File: config.mk
export PLATFORM = sky130hd
export DESIGN_NAME = rtype_sequencer
export DESIGN_NICKNAME = d
export VERILOG_FILES = /design/src/rtl/riscv_ctrl_pkg.sv /design/src/rtl/rtype_decoder.sv /design/src/rtl/rtype_sequencer.sv
export SDC_FILE = /design/constraint.sdc
export NUM_CORES = 1
export LEC_CHECK = 0
export CELL_PAD_IN_SITES_DETAIL_PLACEMENT = 1
export CELL_PAD_IN_SITES_GLOBAL_PLACEMENT = 1
export CORE_UTILIZATION = 34
export DETAILED_ROUTE_END_ITERATION = 8
export GPL_ROUTABILITY_DRIVEN = 0
export GPL_TIMING_DRIVEN = 0
export HOLD_SLACK_MARGIN = 0.06
export PLACE_DENSITY = 0.73
export SYNTH_ARGS = -nofsm -noshare
export SYNTH_HDL_FRONTEND = slang
export SYNTH_HIERARCHICAL = 1
export SYNTH_SLANG_ARGS = --single-unit
File: constraint.sdc
create_clock -name clk -period 1.9 [get_ports clk]
set_clock_uncertainty 0.05 [all_clocks]
set_input_delay 0.475 -clock clk [delete_from_list [all_inputs] [get_ports clk]]
set_output_delay 0.475 -clock clk [all_outputs]
set_load 0.05 [all_outputs]
File: src/rtl/riscv_ctrl_pkg.sv
// Shared constants for the R-type control sequencer:
// opcode/func7 values, ALU operation codes and FSM state encoding.
package riscv_ctrl_pkg;

    localparam logic [6:0] OPC_RTYPE  = 7'b0110011;
    localparam logic [6:0] FUNC7_BASE = 7'b0000000;
    localparam logic [6:0] FUNC7_ALT  = 7'b0100000;

    localparam logic [3:0] ALU_SLL  = 4'b0001;
    localparam logic [3:0] ALU_SRL  = 4'b0010;
    localparam logic [3:0] ALU_SRA  = 4'b0011;
    localparam logic [3:0] ALU_ADD  = 4'b0100;
    localparam logic [3:0] ALU_SUB  = 4'b0101;
    localparam logic [3:0] ALU_AND  = 4'b0110;
    localparam logic [3:0] ALU_OR   = 4'b0111;
    localparam logic [3:0] ALU_XOR  = 4'b1000;
    localparam logic [3:0] ALU_SLTU = 4'b1001;
    localparam logic [3:0] ALU_SLT  = 4'b1010;

    typedef enum logic [2:0] {
        ST_IDLE      = 3'd0,
        ST_FETCH     = 3'd1,
        ST_DECODE    = 3'd2,
        ST_EXECUTE   = 3'd3,
        ST_WRITEBACK = 3'd4,
        ST_TRAP      = 3'd5
    } state_t;

endpackage

File: src/rtl/rtype_decoder.sv
// Combinational R-type decode: opcode/func3/func7 to ALU code.
// Anything outside the supported R-type set is flagged not legal.
module rtype_decoder
    import riscv_ctrl_pkg::*;
(
    input  logic [6:0] opcode_i,
    input  logic [2:0] func3_i,
    input  logic [6:0] func7_i,
    output logic [3:0] alu_control_o,
    output logic       legal_o
);

    // Map the func7/func3 pair onto an ALU code when the opcode is R-type
    always_comb begin
        alu_control_o = ALU_ADD;
        legal_o       = 1'b0;
        if (opcode_i == OPC_RTYPE) begin
            legal_o = 1'b1;
            case ({func7_i, func3_i})
                {FUNC7_BASE, 3'b000}: alu_control_o = ALU_ADD;
                {FUNC7_ALT,  3'b000}: alu_control_o = ALU_SUB;
                {FUNC7_BASE, 3'b001}: alu_control_o = ALU_SLL;
                {FUNC7_BASE, 3'b010}: alu_control_o = ALU_SLT;
                {FUNC7_BASE, 3'b011}: alu_control_o = ALU_SLTU;
                {FUNC7_BASE, 3'b100}: alu_control_o = ALU_XOR;
                {FUNC7_BASE, 3'b101}: alu_control_o = ALU_SRL;
                {FUNC7_ALT,  3'b101}: alu_control_o = ALU_SRA;
                {FUNC7_BASE, 3'b110}: alu_control_o = ALU_OR;
                {FUNC7_BASE, 3'b111}: alu_control_o = ALU_AND;
                default:              legal_o       = 1'b0;
            endcase
        end
    end

endmodule

File: src/rtl/rtype_sequencer.sv
// Multi-cycle fetch/decode/execute/writeback sequencer for the
// R-type datapath; illegal instructions park it in TRAP until reset.
module rtype_sequencer
    import riscv_ctrl_pkg::*;
#(
    parameter int             XLEN     = 32,
    parameter logic [XLEN-1:0] RESET_PC = '0
) (
    input  logic            clk,
    input  logic            rst_n,
    input  logic            run_en,
    output logic            imem_req,
    output logic [XLEN-1:0] imem_addr,
    input  logic            imem_valid,
    input  logic [31:0]     imem_rdata,
    output logic [4:0]      rs1_addr,
    output logic [4:0]      rs2_addr,
    output logic [4:0]      rd_addr,
    output logic [3:0]      alu_control,
    output logic            reg_write,
    output logic            illegal,
    output logic [XLEN-1:0] pc,
    output logic [XLEN-1:0] instr_count,
    output logic [2:0]      state
);

    state_t          state_q, state_d;
    logic [31:0]     instr_q;
    logic [4:0]      rs1_q, rs2_q, rd_q;
    logic [3:0]      alu_q;
    logic            illegal_q;
    logic [XLEN-1:0] pc_q, cnt_q;
    logic [3:0]      dec_alu;
    logic            dec_legal;

    rtype_decoder u_dec (
        .opcode_i      (instr_q[6:0]),
        .func3_i       (instr_q[14:12]),
        .func7_i       (instr_q[31:25]),
        .alu_control_o (dec_alu),
        .legal_o       (dec_legal)
    );

    // State register
    always_ff @(posedge clk or negedge rst_n) begin
        if (!rst_n) state_q <= ST_IDLE;
        else        state_q <= state_d;
    end

    // Next-state logic; TRAP is left only through reset
    always_comb begin
        state_d = state_q;
        unique case (state_q)
            ST_IDLE:      if (run_en) state_d = ST_FETCH;
            ST_FETCH:     if (imem_valid) state_d = ST_DECODE;
            ST_DECODE:    state_d = dec_legal ? ST_EXECUTE : ST_TRAP;
            ST_EXECUTE:   state_d = ST_WRITEBACK;
            ST_WRITEBACK: state_d = run_en ? ST_FETCH : ST_IDLE;
            ST_TRAP:      state_d = ST_TRAP;
            default:      state_d = ST_IDLE;
        endcase
    end

    // Capture the instruction word when memory returns it
    always_ff @(posedge clk or negedge rst_n) begin
        if (!rst_n)
            instr_q <= '0;
        else if (state_q == ST_FETCH && imem_valid)
            instr_q <= imem_rdata;
    end

    // Register operand addresses and the ALU code during DECODE
    always_ff @(posedge clk or negedge rst_n) begin
        if (!rst_n) begin
            rs1_q <= '0;
            rs2_q <= '0;
            rd_q  <= '0;
            alu_q <= '0;
        end else if (state_q == ST_DECODE) begin
            rs1_q <= instr_q[19:15];
            rs2_q <= instr_q[24:20];
            rd_q  <= instr_q[11:7];
            if (dec_legal) alu_q <= dec_alu;
        end
    end

    // Sticky illegal flag, set on the way into TRAP
    always_ff @(posedge clk or negedge rst_n) begin
        if (!rst_n)
            illegal_q <= 1'b0;
        else if (state_q == ST_DECODE && !dec_legal)
            illegal_q <= 1'b1;
    end

    // Retire: advance pc and count on WRITEBACK, both wrap naturally
    always_ff @(posedge clk or negedge rst_n) begin
        if (!rst_n) begin
            pc_q  <= RESET_PC;
            cnt_q <= '0;
        end else if (state_q == ST_WRITEBACK) begin
            pc_q  <= pc_q + XLEN'(4);
            cnt_q <= cnt_q + XLEN'(1);
        end
    end

    assign imem_req    = (state_q == ST_FETCH);
    assign imem_addr   = pc_q;
    assign reg_write   = (state_q == ST_WRITEBACK) && (rd_q != 5'd0);
    assign rs1_addr    = rs1_q;
    assign rs2_addr    = rs2_q;
    assign rd_addr     = rd_q;
    assign alu_control = alu_q;
    assign illegal     = illegal_q;
    assign pc          = pc_q;
    assign instr_count = cnt_q;
    assign state       = state_q;

endmodule

==> impl_metrics.tcl <==
set metrics [dict create \
    status "complete, but fails checks" \
    failed_checks "negative setup slack" \
    critPathMaxStageDelay_ns 0.42 \
    p_seq_frac 0.324 \
    detail-route-antenna-nets 0 \
    cts_max_level 4 \
    avgSynthCellArea_um2 12.1 \
    rsz0062_at_grt "true" \
    antenna_found_initial 0 \
    grt_overflow_total 0 \
    hold_violations 0 \
    std_cell_rows 45 \
    fill_cells 1616 \
    grt_use_total 0.187 \
    ctsRootBufferMaster "clkbuf_16" \
    dp_hpwl_um 9940 \
    start_util 0.354 \
    ys_warn_count 6 \
    power_frac_comb 0.392 \
    utilization 0.563 \
    cts_made_buffers 17 \
    clk_latency_ns 0.41 \
    numPortBuffers 152 \
    tns_ns -5.23 \
    syn-cell-area_um2 5450 \
    intPower_uw 7170 \
    drtPass1Iterations 4 \
    num_vias 4237 \
    synth_top_flop_cell "dfrtp_1" \
    crit_slowest_cell "or3b_4" \
    core_um2 15400 \
    max_freq_ghz 0.459 \
    fin_nets 694 \
    slew_headroom 0.639 \
    slew_viol_final 0 \
    cts_tree "yes" \
    grt_pass1_wl_um 23800 \
    ys_seq_area_frac 0.537 \
    ir_drop_uv 701 \
    p_sw_uw 4060 \
    wl_per_cell_um 17.8 \
    clkPwrFrac 0.284 \
    layout-drive-gt1-share 0.501 \
    synth_seq_cells 117 \
    p_per_area_nw_per_um2 1290 \
    die_w_um 129 \
    routed_wl_um 15700 \
    synth_edf_count 0 \
    setup_slack_ns -0.278 \
    path_cells "buf_6 > or3b_4 > a21oi_4 > buf_8" \
    finalCritPeriodShare 1.15 \
    period_needed_ns 2.18 \
    placed_cells 817 \
    clkTransAtPathRegs_ns 0.05 \
    arrival_ns 1.65 \
    setup_viol 60 \
    drc 0 \
    power_uw 11200 \
    swShare 0.361 \
    crit_path_start_kind "flop" \
    instances_no_fill 880 \
    crit_fanout 2 \
    clockBufferDepth 2 \
    drv_cap 0 \
    crit_path_end_kind "output port" \
    grt_pass1_vias 4544 \
    die-area_um2 16600 \
    ioPinCount 157 \
    die_h_um 129 \
    crit_type "reg2out" \
    worst_slew_pin_slew_ns 0.542 \
    drt_iter0_drc 145 \
    diodes 0 \
    grt_max_degree 64 \
    cts.sinks 117 \
    critPathRequiredTime_ns 1.37 \
    syn2layout_area_growth_pct 59.2 \
    min_path_type "reg2reg" \
    synthesis.instances 450 \
    async_flop_share 1.00 \
    ys_types 46 \
    p_leak_uw 0.00420 \
    via_per_inst 4.81 \
]
-- cell type report --
type	count	area, µm²	share of cell area
repair buffers	186	1740	0.201
plain buffers	47	413	0.0476
clock inverters	9	100	0.0115
multi-input cells	278	2670	0.307
inverters	9	33.8	0.00389
well taps	211	264	0.0304
clock buffers	23	488	0.0562
flip-flops and latches	117	2970	0.342
-- cell families after synthesis --
kind of cell,count (synthesis),share of synthesized area
simple gates,145,0.167
xor+xnor,62,0.0996
other cells,1,0.000688
compound gates,13,0.0154
flops,117,0.537
mux,52,0.107
fa+ha+maj,2,0.00459
buf+inv,58,0.0688
-- critical path, delay by kind of cell (launching register included) --
kind / cells / cell delay, ns
and+or+nand+nor: 1 / 0.42
DFF: 1 / 0.40
AOI/OAI and AO/OA: 1 / 0.14
buffers and inverters: 2 / 0.28
-- state kept, by name, summed over array words and instances, names as in the netlist, 3 cells and up --
| signal | flops |
|---|---|
| rd_addr | 5 |
| instr_q | 32 |
| rs2_addr | 5 |
| state | 3 |
| instr_count | 32 |
| alu_control | 4 |
| rs1_addr | 5 |
| imem_addr | 30 |
-- routing by layer --
layer / GRT usage / vias to the layer above / routed length (µm)
li1: - / 1945 / -
met1: 0.220 / 2187 / 6510
met2: 0.333 / 85 / 8410
met3: 0.0420 / 20 / 508
met4: 0.0720 / 0 / 240
met5: 0 / - / 0
-- stage by stage --
step / hold WS [ns] / setup slack (ns) / cell area (µm²)
after CTS: 0.422 / -0.377 / 8350
final: 0.409 / -0.278 / 8680
after floorplan: 0.129 / -0.274 / 5660
after global routing: 0.433 / -0.318 / 8680
after global placement: 0.403 / -4.71 / 7450
after detailed placement: 0.414 / -0.703 / 7480
-- power by group through the flow --
stage,logic [µW],clock network (µW),registers (µW)
after global routing,4650,3350,3740
final,4410,3190,3640
after floorplan,1650,0,4490
after detailed placement,3760,0,3650
after global placement,3640,0,3600
after CTS,3790,3240,3600
-- path summary, 6_finish.rpt --
| path | slack, ns | from | endpoint | depth (start not counted) |
|---|---|---|---|---|
| worst max register to register | -0.21 | state[1] | imem_addr[21] | 8 |
| worst min-delay path | 0.41 | instr_count[31] | instr_count[31] | 1 |
| max in group asynchronous | 0.54 | rst_n | imem_addr[7] | 3 |
| worst max-delay path | -0.28 | state[1] | reg_write | 4 |
| worst min register to register | 0.41 | instr_count[31] | instr_count[31] | 1 |
| min in group asynchronous | 0.53 | rst_n | instr_count[16] | 2 |
-- placed cells by master (no fill, tap or decap), types with 17 or more instances in the layout --
cell and count:
dfrtp_2 36, clkdlybuf4s50_1 34, nand2_1 29, xor2_1 23
dfrtp_1 81, nand4_1 17, clkdlybuf4s15_2 38, clkbuf_2 22
clkbuf_16 20, mux2_2 21, mux2_4 30, buf_2 18
xnor2_1 34, buf_4 54, dlygate4sd2_1 23
-- cells in the mapped netlist (4+ instances only) --
cell | count | area [µm²]
nand4_1 | 17 | 106
and3_1 | 9 | 56.3
nor3_1 | 10 | 50.1
a21oi_1 | 4 | 20.0
dfrtp_1 | 117 | 2930
buf_2 | 9 | 45.0
nand2_1 | 31 | 116
mux2_1 | 30 | 338
xor2_1 | 23 | 201
buf_4 | 35 | 263
nor2_1 | 15 | 56.3
nor3_2 | 4 | 40.0
mux2_2 | 21 | 236
nand3_1 | 22 | 110
nor3b_1 | 4 | 30.0
inv_1 | 9 | 33.8
nor4_2 | 7 | 87.6
xnor2_1 | 39 | 342
-- timing repair --
| item | 4_1_cts | 5_1_grt |
|---|---|---|
| hold buffers | 1 | 0 |
| hold endpoints to repair | 54 | 0 |
| resized for setup | 308 | 137 |
| cloned | 2 | 4 |
| pin swaps | 33 | 27 |
| buffers inserted | 15 | 12 |
| setup endpoints to repair | 153 | 129 |
(Power assumes the default switching activity.)
